[src/rtl/gomoku_game_ctrl.sv]
// Gomoku turn controller: power-up, board clear, entry, judge, write, end.
// Define GOMOKU_MOVE_TIMEOUT_EN to add the per-move countdown and its port.
module gomoku_game_ctrl #(
    parameter int EDGE_BITS      = 3,
    parameter int START_FLICKERS = 3,
    parameter int SCORE_BITS     = 4,
    parameter int TIMEOUT_SECS   = 15
) (
    input  logic                   clk,
    input  logic                   rst,
    input  logic                   sw_power,
    input  logic                   btn_reset,
    input  logic                   btn_ok,
    input  logic                   flicker_tick,
    input  logic                   sec_tick,
    input  logic                   key_valid,
    input  logic [EDGE_BITS:0]     key_index,
    output logic                   key_ready,
    output logic                   memrst_en,
    input  logic                   memrst_done,
    output logic                   judge_en,
    input  logic                   judge_done,
    input  logic [1:0]             judge_result,
    output logic                   ram_we,
    output logic [2*EDGE_BITS-1:0] ram_wr_addr,
    output logic [1:0]             ram_wr_data,
    output logic [2*EDGE_BITS-1:0] pos,
    output logic                   active_side,
    output logic                   screen_flicker_en,
    output logic                   point_flicker_en,
    output logic                   buzzer_en,
    output logic [SCORE_BITS-1:0]  red_wins,
    output logic [SCORE_BITS-1:0]  green_wins,
`ifdef GOMOKU_MOVE_TIMEOUT_EN
    output logic [5:0]             countdown,
`endif
    output logic [2:0]             state_out
);
    localparam int AW = 2 * EDGE_BITS;
    localparam int FW = $clog2(START_FLICKERS + 1);

    typedef enum logic [2:0] {
        S_STOPPED  = 3'd0,
        S_STARTING = 3'd1,
        S_RESET    = 3'd2,
        S_WAIT     = 3'd3,
        S_JUDGE    = 3'd4,
        S_WRITE    = 3'd5,
        S_END      = 3'd6
    } state_t;

    state_t state, state_nx;

    logic                 ok_s1, ok_s2, ok_d, ok_rise;
    logic                 flick_d, flick_rise;
    logic [FW-1:0]        flick_cnt;
    logic [AW-1:0]        piece_count;
    logic [EDGE_BITS-1:0] x_reg, y_reg;
    logic                 x_set, y_set, is_win;
    logic                 take_key, side_tgl, flags_clr;
    logic                 latch_data, score_inc, piece_inc;

    assign ok_rise    = ok_s2 & ~ok_d;
    assign flick_rise = flicker_tick & ~flick_d;

`ifdef GOMOKU_MOVE_TIMEOUT_EN
    logic tmo_reload;
`else
    logic unused_sec_tick;
    assign unused_sec_tick = sec_tick;
`endif

    always_comb begin
        state_nx   = state;
        take_key   = 1'b0;
        side_tgl   = 1'b0;
        flags_clr  = 1'b0;
        latch_data = 1'b0;
        score_inc  = 1'b0;
        piece_inc  = 1'b0;
`ifdef GOMOKU_MOVE_TIMEOUT_EN
        tmo_reload = 1'b0;
`endif
        if (!sw_power) begin
            state_nx = S_STOPPED;
        end else if (btn_reset) begin
            state_nx = S_RESET;
        end else begin
            case (state)
                S_STOPPED:  state_nx = S_STARTING;
                S_STARTING: if (flick_cnt == FW'(START_FLICKERS)) state_nx = S_RESET;
                S_RESET:    if (memrst_done) state_nx = S_WAIT;
                S_WAIT: begin
                    take_key = key_valid;
                    if (x_set && y_set && ok_rise) begin
                        state_nx = S_JUDGE;
                    end
`ifdef GOMOKU_MOVE_TIMEOUT_EN
                    else if (sec_tick && countdown <= 6'd1) begin
                        side_tgl   = 1'b1;
                        flags_clr  = 1'b1;
                        tmo_reload = 1'b1;
                    end
`endif
                end
                S_JUDGE: begin
                    if (judge_done) begin
                        if (judge_result == 2'b01 || judge_result == 2'b10) begin
                            latch_data = 1'b1;
                            state_nx   = S_WRITE;
                        end else begin
                            // illegal move forfeits the turn
                            side_tgl  = 1'b1;
                            flags_clr = 1'b1;
                            state_nx  = S_WAIT;
                        end
                    end
                end
                S_WRITE: begin
                    if (is_win) begin
                        score_inc = 1'b1;
                        state_nx  = S_END;
                    end else if (&piece_count) begin
                        state_nx = S_END;
                    end else begin
                        piece_inc = 1'b1;
                        side_tgl  = 1'b1;
                        flags_clr = 1'b1;
                        state_nx  = S_WAIT;
                    end
                end
                S_END:   state_nx = S_END;
                default: state_nx = S_STOPPED;
            endcase
        end
    end

    always_ff @(posedge clk) begin
        if (rst) begin
            state       <= S_STOPPED;
            ok_s1       <= 1'b0;
            ok_s2       <= 1'b0;
            ok_d        <= 1'b0;
            flick_d     <= 1'b0;
            flick_cnt   <= '0;
            piece_count <= '0;
            x_reg       <= '0;
            y_reg       <= '0;
            x_set       <= 1'b0;
            y_set       <= 1'b0;
            is_win      <= 1'b0;
            active_side <= 1'b0;
            ram_wr_data <= 2'b00;
            red_wins    <= '0;
            green_wins  <= '0;
            key_ready   <= 1'b0;
        end else begin
            state     <= state_nx;
            ok_s1     <= btn_ok;
            ok_s2     <= ok_s1;
            ok_d      <= ok_s2;
            flick_d   <= flicker_tick;
            key_ready <= key_valid;
            if (state != S_STARTING) begin
                flick_cnt <= '0;
            end else if (flick_rise && flick_cnt != FW'(START_FLICKERS)) begin
                flick_cnt <= flick_cnt + 1'b1;
            end
            if (state == S_RESET) begin
                active_side <= 1'b0;
                piece_count <= '0;
                x_set       <= 1'b0;
                y_set       <= 1'b0;
            end else begin
                if (side_tgl) active_side <= ~active_side;
                if (piece_inc) piece_count <= piece_count + 1'b1;
                if (flags_clr) begin
                    x_set <= 1'b0;
                    y_set <= 1'b0;
                end else if (take_key) begin
                    if (key_index[EDGE_BITS]) begin
                        x_reg <= key_index[EDGE_BITS-1:0];
                        x_set <= 1'b1;
                    end else begin
                        y_reg <= key_index[EDGE_BITS-1:0];
                        y_set <= 1'b1;
                    end
                end
            end
            if (latch_data) begin
                ram_wr_data <= active_side ? 2'b10 : 2'b01;
                is_win      <= judge_result[1];
            end
            if (score_inc) begin
                if (!active_side) begin
                    if (!(&red_wins)) red_wins <= red_wins + 1'b1;
                end else begin
                    if (!(&green_wins)) green_wins <= green_wins + 1'b1;
                end
            end
        end
    end

`ifdef GOMOKU_MOVE_TIMEOUT_EN
    always_ff @(posedge clk) begin
        if (rst) begin
            countdown <= 6'd0;
        end else if (state_nx == S_WAIT && (state != S_WAIT || tmo_reload)) begin
            countdown <= 6'(TIMEOUT_SECS);
        end else if (state == S_WAIT && state_nx == S_WAIT && sec_tick) begin
            countdown <= countdown - 1'b1;
        end
    end
`endif

    assign pos               = {y_reg, x_reg};
    assign ram_we            = (state == S_WRITE);
    assign ram_wr_addr       = ram_we ? pos : '0;
    assign memrst_en         = (state == S_RESET);
    assign judge_en          = (state == S_JUDGE);
    assign screen_flicker_en = (state == S_STARTING);
    assign point_flicker_en  = (state == S_WAIT) && x_set && y_set;
    assign buzzer_en         = (state == S_END);
    assign state_out         = state;

endmodule

[config.mk]
export PLATFORM = sky130hd
export DESIGN_NAME = gomoku_game_ctrl
export DESIGN_NICKNAME = d
export VERILOG_FILES = /design/src/rtl/gomoku_game_ctrl.sv
export SDC_FILE = /design/constraint.sdc
export NUM_CORES = 1
export LEC_CHECK = 0
export CAP_MARGIN = 10
export CORE_UTILIZATION = 38
export DETAILED_ROUTE_END_ITERATION = 7
export PLACE_DENSITY_LB_ADDON = 0.12
export SLEW_MARGIN = 20
export SYNTH_ARGS = -nofsm -noshare
export SYNTH_HDL_FRONTEND = slang
export SYNTH_SLANG_ARGS = --single-unit
[constraint.sdc]
create_clock -name clk -period 1.8 [get_ports clk]
set_clock_uncertainty 0.1 [all_clocks]
set_input_delay 0.18 -clock clk [delete_from_list [all_inputs] [get_ports clk]]
set_output_delay 0.18 -clock clk [all_outputs]
set_load 0.02 [all_outputs]
==> flow_metrics.tcl <==
set metrics [dict create \
    vias_per_inst 4.98 \
    die-width_um 69.1 \
    gr-usage-all-layers_pct 16.4 \
    cp_cell_sequence "buf_4 -> and4bb_1 -> and3_4 -> nand3_2 -> or3_1 -> a21oi_1" \
    initial_antenna_violation_count 0 \
    drt-pass1-iter-count 4 \
    total_power_uw 1570 \
    slew_headroom_pct 74.9 \
    registers.top_by_ff_count "piece_count" \
    post_synth_instance_area_um2 1710 \
    drt_wl_total_um 3780 \
    p_leak_uw 0.00101 \
    cp.arrival_ns 1.84 \
    rsz_0062_raised_after_global_routing "true" \
    finalHoldViolations 0 \
    power.ir.vdd_worst_mv 0.322 \
    synth.top_cells.by_area "dfxtp_1 42%, mux2i_1 8.2%, nor2_1 6.4%, xor2_1 3.6%, ha_1 2.9%" \
    yosys.cell_types.count 41 \
    layout_top_registers "piece_count x6, green_wins x4, red_wins x4" \
    placement.io_buffers 47 \
    worst_tran_pin_value_ns 0.371 \
    grt_max_degree 28 \
    synth-main-ff-cell "dfxtp_1" \
    clock_tree.buffer_depth 2 \
    synthToLayoutAreaGrowth_pct 42.8 \
    crit_path_max_incr_delay_ns 0.35 \
    synth_top_area_share_pct 42.1 \
    ctsRootBufferMaster "clkbuf_8" \
    clock_insertion_delay_worst_skew_ns 0.28 \
    report.final.setup_viol 0 \
    maxClockFrequency_mhz 581 \
    flip_flop_count_of_the_largest_register_all_copies_and_words_added 6 \
    wirelength_per_cell_um 12.4 \
    final_net_count 273 \
    vias 1519 \
    detail_route.drc_violations 0 \
    timing_worst_setup_path_type "flop to flop" \
    ys_async_sr_fraction_pct 0 \
    floorplan.die_area_um2 4780 \
    grt_first_pass_wirelength_um 6300 \
    endpoint_kind "flop" \
    critPathLaunchType "flop" \
    wl_met1_um 1880 \
    initial_utilization_pct 39.3 \
    timing.hold.worst.class "input port to flop" \
    postSynthNetCount 211 \
    drive_above_1_share_pct 14.6 \
    tritoncts_num_sinks 36 \
    multiInputGateArea_um2 946 \
    dominant_cell_by_count_in_the_synthesized_netlist "dfxtp_1" \
    number_of_global_route_vias_before_repair 1402 \
    cts_htree_levels 2 \
    postCtsHoldBufs 0 \
    worst_path_max_delay_cell "or3_1" \
    final_core_utilization_pct 56.2 \
    clk_transition_reported_paths_ns 0.08 \
    yosys_warnings 0 \
    power_per_cell_area_nw_per_um2 641 \
    register_area_um2 722 \
    number_of_ports_placed_on_the_die_boundary 49 \
    result_of_the_run "completed" \
    cap_violations 0 \
    fillerInstances 410 \
    gp_congestion 0.781 \
    dp.final_hpwl_um 2800 \
    slew_violations 0 \
    synth_top_cell_by_area "dfxtp_1" \
    timing.critical_path.fanout_max 7 \
    detailroute.wirelength.met2_um 1650 \
    cts_buffers 5 \
    routed-wl-met3_um 191 \
    antenna_violating_nets_post_route 0 \
    final_period_minus_worst_setup_slack_ns 1.72 \
    drt_iter0_drc 59 \
    synth_edf_count 0 \
    ffs_latches_synth 36 \
    postCtsSetupBuffers 0 \
    required_ns 1.92 \
    top_cells_by_count_synth "36 x dfxtp_1, 29 x nor2_1, 14 x mux2i_1, 9 x nand2_1" \
    gate_count_of_the_mapped_netlist 191 \
    placement_rows 24 \
    route.top_layer_used "met4" \
    final.period_utilization_pct 95.6 \
    die_h_um 69.1 \
    finalHoldWorstSlack_ns 0.347 \
    global_route.overflow_total 0 \
    core-area_um2 4350 \
    antenna-diode-count 0 \
    syn_area_per_cell_um2 8.97 \
    seq_area_frac_synth_pct 42.1 \
    cts_tree "yes" \
]
[stage by stage]
stage                     setup slack, ns  cell area [um^2]  std cells  TNS (ns)
after global placement             -0.136              2360        298    -0.764
after detailed placement           -0.158              2360        298    -0.943
after global routing              -0.0172              2450        305   -0.0172
final                              0.0794              2450        305         0
after floorplan                   -0.0173              1720        191   -0.0494
after CTS                          0.0701              2440        305         0
[cells in the final DEF (no fill, tap or decap), types with 4 or more instances in the layout]
cell type | netlist | final
xor2_1 | 7 | 7
clkdlybuf4s50_1 | 0 | 35
dfxtp_1 | 36 | 35
nor2_1 | 29 | 29
ha_1 | 4 | 4
a21oi_1 | 5 | 5
o21ai_0 | 4 | 4
inv_1 | 4 | 4
nor2b_1 | 8 | 8
nand2_1 | 9 | 9
buf_4 | 1 | 20
mux2i_1 | 14 | 14
and2_1 | 6 | 6
clkbuf_8 | 0 | 7
xnor2_1 | 5 | 5
nand3_1 | 6 | 6
dlygate4sd2_1 | 0 | 11
[path summary, 6_finish.rpt]
check / startpoint / endpoint / slack, ns / depth (start not counted)
worst max-delay path: state_out[1] / green_wins[3] / 0.08 / 6
worst min-delay path: btn_ok / ok_s1 / 0.35 / 2
worst max register to register: state_out[1] / green_wins[3] / 0.08 / 6
worst min register to register: ok_s1 / ok_s2 / 0.35 / 1
[kinds of logic (layout without fill, tap and decap cells)]
kind of cell               count (synthesis)  count (layout)  synth area share [%]
AOI/OAI and AO/OA                         22              22                  8.91
xor gates and xnor gates                  12              12                  6.14
adders and majority gates                  4               4                  2.92
buffers and inverters                     16              78                  3.94
DFF                                       36              36                  42.1
muxes                                     14              14                  8.18
and+or+nand+nor                           87              87                  27.8
[critical path: cells and delay by family, from the launching register on]
family                 cells  cell delay (ns)
AND/OR/NAND/NOR            4             0.94
flip-flops                 1             0.33
buffers and inverters      1             0.16
AO/OA/AOI/OAI              1             0.12
[final cells by class]
type                       count  area share [%]
clock buffer                   7            3.94
inverter                       4           0.614
tap                           52            2.66
sequential                    36            29.5
multi-input combinational    139            38.7
timing repair buffer          67            24.6
[report_power, final]
part	internal [uW]	total, uW	switching [uW]
Sequential	804	808	3.99
Combinational	69.8	134	64.3
Clock	341	626	284
Total	1210	1570	353
[metal layers]
metal,vias to the layer above,global-route usage (%)
li1,785,-
met1,689,21.4
met2,39,25.5
met3,6,4.39
met4,0,7.26
met5,-,0
[timing repair]
action,4_1_cts,5_1_grt
resized for setup,13,4
setup endpoints to repair,12,4
pin swaps,0,2
endpoints found under the hold margin,0,0
Power figures use the tool's default switching activity.
==> RTL edit 1: new RTL, config.mk and constraints unchanged <==
The parameter `EDGE_BITS` goes from 3 to 6.
--- a/src/rtl/gomoku_game_ctrl.sv
+++ b/src/rtl/gomoku_game_ctrl.sv
@@ -1,7 +1,7 @@
 // Gomoku turn controller: power-up, board clear, entry, judge, write, end.
 // Define GOMOKU_MOVE_TIMEOUT_EN to add the per-move countdown and its port.
 module gomoku_game_ctrl #(
-    parameter int EDGE_BITS      = 3,
+    parameter int EDGE_BITS      = 6,
     parameter int START_FLICKERS = 3,
     parameter int SCORE_BITS     = 4,
     parameter int TIMEOUT_SECS   = 15
Ports: changed (resized key_index, pos and ram_wr_addr); port bits go from 49 to 64. No check against the original RTL was run, so the function may have changed too.
==> RTL edit 1 against the unedited design <==
The flow now finishes with violations (negative setup slack). Combinational power is 28% higher. Total power is 37% higher. Synthesized area is 38% higher. Sequential share of layout area is 1.5 points lower. Wire length is 59% higher. Worst setup slack worse by 0.084 ns. First-iteration DRC count is 31% higher. Global-route usage is 2.7 points higher. Via count is 49% higher. Final area is 41% higher. Sequential cell count is 12 higher. Highest routed layer unchanged.
==> RTL edit 1: results (changes against the unedited design) <==
routing usage on met1 0.2407 (+0.02685); DRC marker count from the first detailed-route iteration 77 (+31%); status finished with violations; Seq/Total Area, Yosys 0.4063 (-0.01440); failing checks negative setup slack; routed wire length per instance 14.00 µm (+13%); GRT Resource Usage Total 0.1913 (+0.02692); required time of the critical path 1.94 ns (+0.02 ns); Largest register FFs 12 (+6); hold slack 0.3362 ns (-0.01083 ns); post-route met1 wirelength 2785 µm (+48%); Critical-path top delay cell or4_4; Post-synth top cells 48 x dfxtp_1, 30 x nor2_1, 19 x mux2i_1, 15 x a21oi_1, 15 x and2_1; largest net degree at the start of global routing 20 (-29%); count of cell types in the netlist 50 (+22%); leakage 1.442 nW (+43%); Worst-Margin Slew 0.5438 ns (+0.1727 ns); fraction of layout cells with a size suffix above 1 0.1994 (+0.05319); Finished Layout Cells 431 (+41%); cts repair resizes 31 (+18); Detail Route met2 WL 2893 µm (+75%); top cells by area, synth dfxtp_1 41%, mux2i_1 8.0%, nor2_1 4.8%, and2_1 4.0%, a21oi_1 3.2%; HPWL after DPL 4464 µm (+59%); Mapped Area 2365 µm² (+38%); met3 Use GR 0.03596 (-0.007905); Placed Cells 422 (+42%); final setup fails 1 (+1); PortBufs 62 (+32%); setup ws final -0.004529 ns (-0.08395 ns); Post-Synth Adder-Cell Area 0.02116 (-0.008054); post-synthesis mux area share 0.08519 (+0.003374); Layout Nets 379 (+39%)
==> RTL edit 1: cell types whose count changed after synthesis, sizes merged, moves of 6 or more <==
cell,before,now
a21oi,5,15
and2,6,15
or4,0,7
and3,1,7
dfxtp,36,48
o31ai,0,8
==> RTL edit 1: per-stage QoR <==
stage,utilization,setup TNS (ns),worst slack (ns),cell area [µm²]
floorplan,-,0,0.01269,2371
detailed placement,0.5542,-3.094,-0.2529,3301
finish,0.5782,-0.004529,-0.004529,3443
global route,0.5782,-0.1118,-0.06121,3443
CTS,0.5756,-0.08314,-0.02973,3428
global placement,0.5542,-2.924,-0.2664,3301
==> RTL edit 1: how the worst max path moves through the flow <==
stage	start	slack (ns)	endpoint
after floorplan	state_out[0]	0.01	piece_count[6]
after global placement	btn_reset	-0.27	state_out[2]
after detailed placement	btn_reset	-0.25	state_out[2]
after CTS	state_out[1]	-0.03	piece_count[9]
after global routing	state_out[1]	-0.06	piece_count[9]
final	state_out[1]	-0.005	piece_count[9]
==> RTL edit 1: report_power, final <==
part           switching [W]  internal [W]  leakage, nW  total (W)
clock               0.000358      0.000547       0.0642   0.000904
sequential        0.00000457       0.00107        0.389    0.00107
combinational      0.0000821     0.0000888        0.990   0.000171
total               0.000444       0.00171         1.44    0.00215
==> RTL edit 1: layout make-up <==
| class | instances | area, µm² |
|---|---|---|
| Clock buffer | 5 | 68.82 |
| Tap cell | 75 | 93.84 |
| Timing Repair Buffer | 98 | 874.6 |
| Fill cell | 586 | 2512 |
| Multi-Input combinational cell | 197 | 1360 |
| Inverter | 6 | 22.52 |
| Clock inverter | 2 | 60.06 |
| Sequential cell | 48 | 963.4 |
==> RTL edit 2: new RTL, config.mk and constraints unchanged <==
Made on the original files. Register the inputs `sw_power`, `btn_ok`, `key_valid` and `key_index` before use, without a reset. The logic sees them one clock later. The other inputs are not delayed to match.
--- a/src/rtl/gomoku_game_ctrl.sv
+++ b/src/rtl/gomoku_game_ctrl.sv
@@ -49,6 +49,18 @@
         S_END      = 3'd6
     } state_t;
 
+    logic sw_power_q;
+    logic btn_ok_q;
+    logic key_valid_q;
+    logic [EDGE_BITS:0] key_index_q;
+
+    always_ff @(posedge clk) begin
+        sw_power_q  <= sw_power;
+        btn_ok_q    <= btn_ok;
+        key_valid_q <= key_valid;
+        key_index_q <= key_index;
+    end
+
     state_t state, state_nx;
 
     logic                 ok_s1, ok_s2, ok_d, ok_rise;
@@ -81,7 +93,7 @@
 `ifdef GOMOKU_MOVE_TIMEOUT_EN
         tmo_reload = 1'b0;
 `endif
-        if (!sw_power) begin
+        if (!sw_power_q) begin
             state_nx = S_STOPPED;
         end else if (btn_reset) begin
             state_nx = S_RESET;
@@ -91,7 +103,7 @@
                 S_STARTING: if (flick_cnt == FW'(START_FLICKERS)) state_nx = S_RESET;
                 S_RESET:    if (memrst_done) state_nx = S_WAIT;
                 S_WAIT: begin
-                    take_key = key_valid;
+                    take_key = key_valid_q;
                     if (x_set && y_set && ok_rise) begin
                         state_nx = S_JUDGE;
                     end
@@ -156,11 +168,11 @@
             key_ready   <= 1'b0;
         end else begin
             state     <= state_nx;
-            ok_s1     <= btn_ok;
+            ok_s1     <= btn_ok_q;
             ok_s2     <= ok_s1;
             ok_d      <= ok_s2;
             flick_d   <= flicker_tick;
-            key_ready <= key_valid;
+            key_ready <= key_valid_q;
             if (state != S_STARTING) begin
                 flick_cnt <= '0;
             end else if (flick_rise && flick_cnt != FW'(START_FLICKERS)) begin
@@ -178,11 +190,11 @@
                     x_set <= 1'b0;
                     y_set <= 1'b0;
                 end else if (take_key) begin
-                    if (key_index[EDGE_BITS]) begin
-                        x_reg <= key_index[EDGE_BITS-1:0];
+                    if (key_index_q[EDGE_BITS]) begin
+                        x_reg <= key_index_q[EDGE_BITS-1:0];
                         x_set <= 1'b1;
                     end else begin
-                        y_reg <= key_index[EDGE_BITS-1:0];
+                        y_reg <= key_index_q[EDGE_BITS-1:0];
                         y_set <= 1'b1;
                     end
                 end
Check against the original RTL: not equivalent (Yosys sat finds a counterexample within 4 cycles, from zero or initial values and one cycle with rst high).
==> RTL edit 2 against the unedited design <==
Final area increased by 17%. Worst setup slack got worse by 0.015 ns. Synthesized cell count increased by 8.4%. Total power increased by 20%. Fmax decreased by 0.87%. Sequential share of layout area increased by 0.78 points. Synthesized area increased by 14%. Wire length increased by 14%. Final cell count increased by 16%. Sequential cell count increased by 7. Count of clock-buffer cells in the layout decreased by 2. Combinational power increased by 16%. Critical path type is now reg2out. Largest cell class unchanged.
==> RTL edit 2: results (changes against the unedited design) <==
Hold Startpoint key_index[0]; Post-synth top cells 43 x dfxtp_1, 24 x nor2_1, 13 x mux2i_1, 8 x a21oi_1, 8 x nor2b_1; Multi-Input Combinational 145 (+4.3%); Final non-clock buffer share 0.2574 (+0.01141); Buffers excl. clock 84 (+25%); Biggest register piece_count; fillers 443 (+8.0%); top cells by area, synth dfxtp_1 44%, mux2i_1 6.7%, nor2_1 4.6%, xor2_1 2.7%, ha_1 2.6%; Mapped Avg Cell Area 9.399 µm² (+4.8%); clk sink count 43 (+19%); Critical Path AT 1.46 ns (-0.38 ns); Layout Nets 307 (+12%); syn nets 227 (+7.6%); reg2reg end y_reg[1]; Non-CTS inverters 8 (+4); GRT Resource Usage Total 0.1725 (+0.008053); Reg area 865.8 µm² (+20%); Finished Layout Cells 355 (+16%); Area after DPL 2743 µm² (+16%); met3 Use GR 0.04801 (+0.004151); routed wire length 4318 µm (+14%); HPWL after DPL 3260 µm (+16%); Synth async-reset ratio 0 (unchanged); count of cell types in the netlist 49 (+20%); final instance area 2858 µm² (+17%); fraction of layout cells with a size suffix above 1 0.2153 (+0.06903); Placed Cells 346 (+16%); Mapped Area 1946 µm² (+14%); status finished, final reports clean; met2 usage 0.2650 (+0.01045); clk tree area frac 0.03940 (about the same); CP max FO 6 (-1); slew margin rel. 0.7258 (-0.02328); vias per std cell 4.766 (-4.3%); Max IR drop VDD 0.4046 mV (+26%); Seq/Total Area, Yosys 0.4424 (+0.02170); largest net degree at the start of global routing 15 (-46%); Setup WS pre-CTS -0.09695 ns (+0.06149 ns); Hold Crit Depth 1 (-1); routing usage on met1 0.2324 (+0.01851); r2r setup slk 0.11 ns (+0.03 ns); hold slack 0.2223 ns (-0.1247 ns); leakage 1.219 nW (+21%); highest clock rate 576.1 MHz (-0.87%); root buffer cell clkbuf_8; H-tree depth 2 (unchanged); GPL Wtd Cong 0.7891 (+1.0%); reg2reg path depth 5 (-1); fraction of area in multi-input gates 0.3603 (-0.02637); DRC marker count from the first detailed-route iteration 57 (-3.4%); Largest register FFs 6 (unchanged); Worst R2R Start sw_power_q; Hold EP key_index_q[0]; vias in the first global route 1557 (+11%); first-pass GRT wire length 7113 µm (+13%)
==> RTL edit 2: cell families (layout without fill, tap and decap cells) <==
logic type / after synthesis / after routing / share of synthesized area
simple gates: 87 / 87 / 0.2649
flops: 43 / 43 / 0.4424
compound gates: 31 / 31 / 0.1125
buf+inv: 19 / 100 / 0.03987
mux: 15 / 15 / 0.07845
xor+xnor: 8 / 8 / 0.03601
fa+ha+maj: 4 / 4 / 0.02572
==> RTL edit 2: repair_timing <==
action,in CTS,in global routing
pin swaps,0,4
gates resized for setup,23,13
setup buffers,0,1
endpoints found under the hold margin,0,0
setup endpoints to repair,14,12
==> RTL edit 2: routing by layer <==
metal / vias to the layer above / share of wire / wire length [µm]
li1: 900 / - / -
met1: 753 / 0.51 / 2184
met2: 35 / 0.44 / 1901
met3: 4 / 0.045 / 194
met4: 0 / 0.0088 / 38
met5: - / 0 / 0
==> RTL edit 2: critical path: stages (launching register included) <==
cell and delay (ns):
dfxtp_2 0.38, or3b_4 0.43, inv_1 0.06, clkdlybuf4s15_1 0.29
==> RTL edit 2: worst max-delay path by stage <==
stage                             from        endpoint
after floorplan           state_out[1]     active_side
after global placement       btn_reset  piece_count[5]
after detailed placement     btn_reset  piece_count[5]
after CTS                 state_out[2]  ram_wr_addr[2]
after global routing      state_out[2]  ram_wr_data[0]
final                     state_out[2]        judge_en
==> RTL edit 2: power breakdown <==
group	total, W	internal [W]	leakage [nW]	switching [W]
Sequential	0.000976	0.000967	0.352	0.00000885
Clock	0.000751	0.000413	0.0581	0.000338
Combinational	0.000156	0.0000877	0.809	0.0000686
Total	0.00188	0.00147	1.22	0.000415
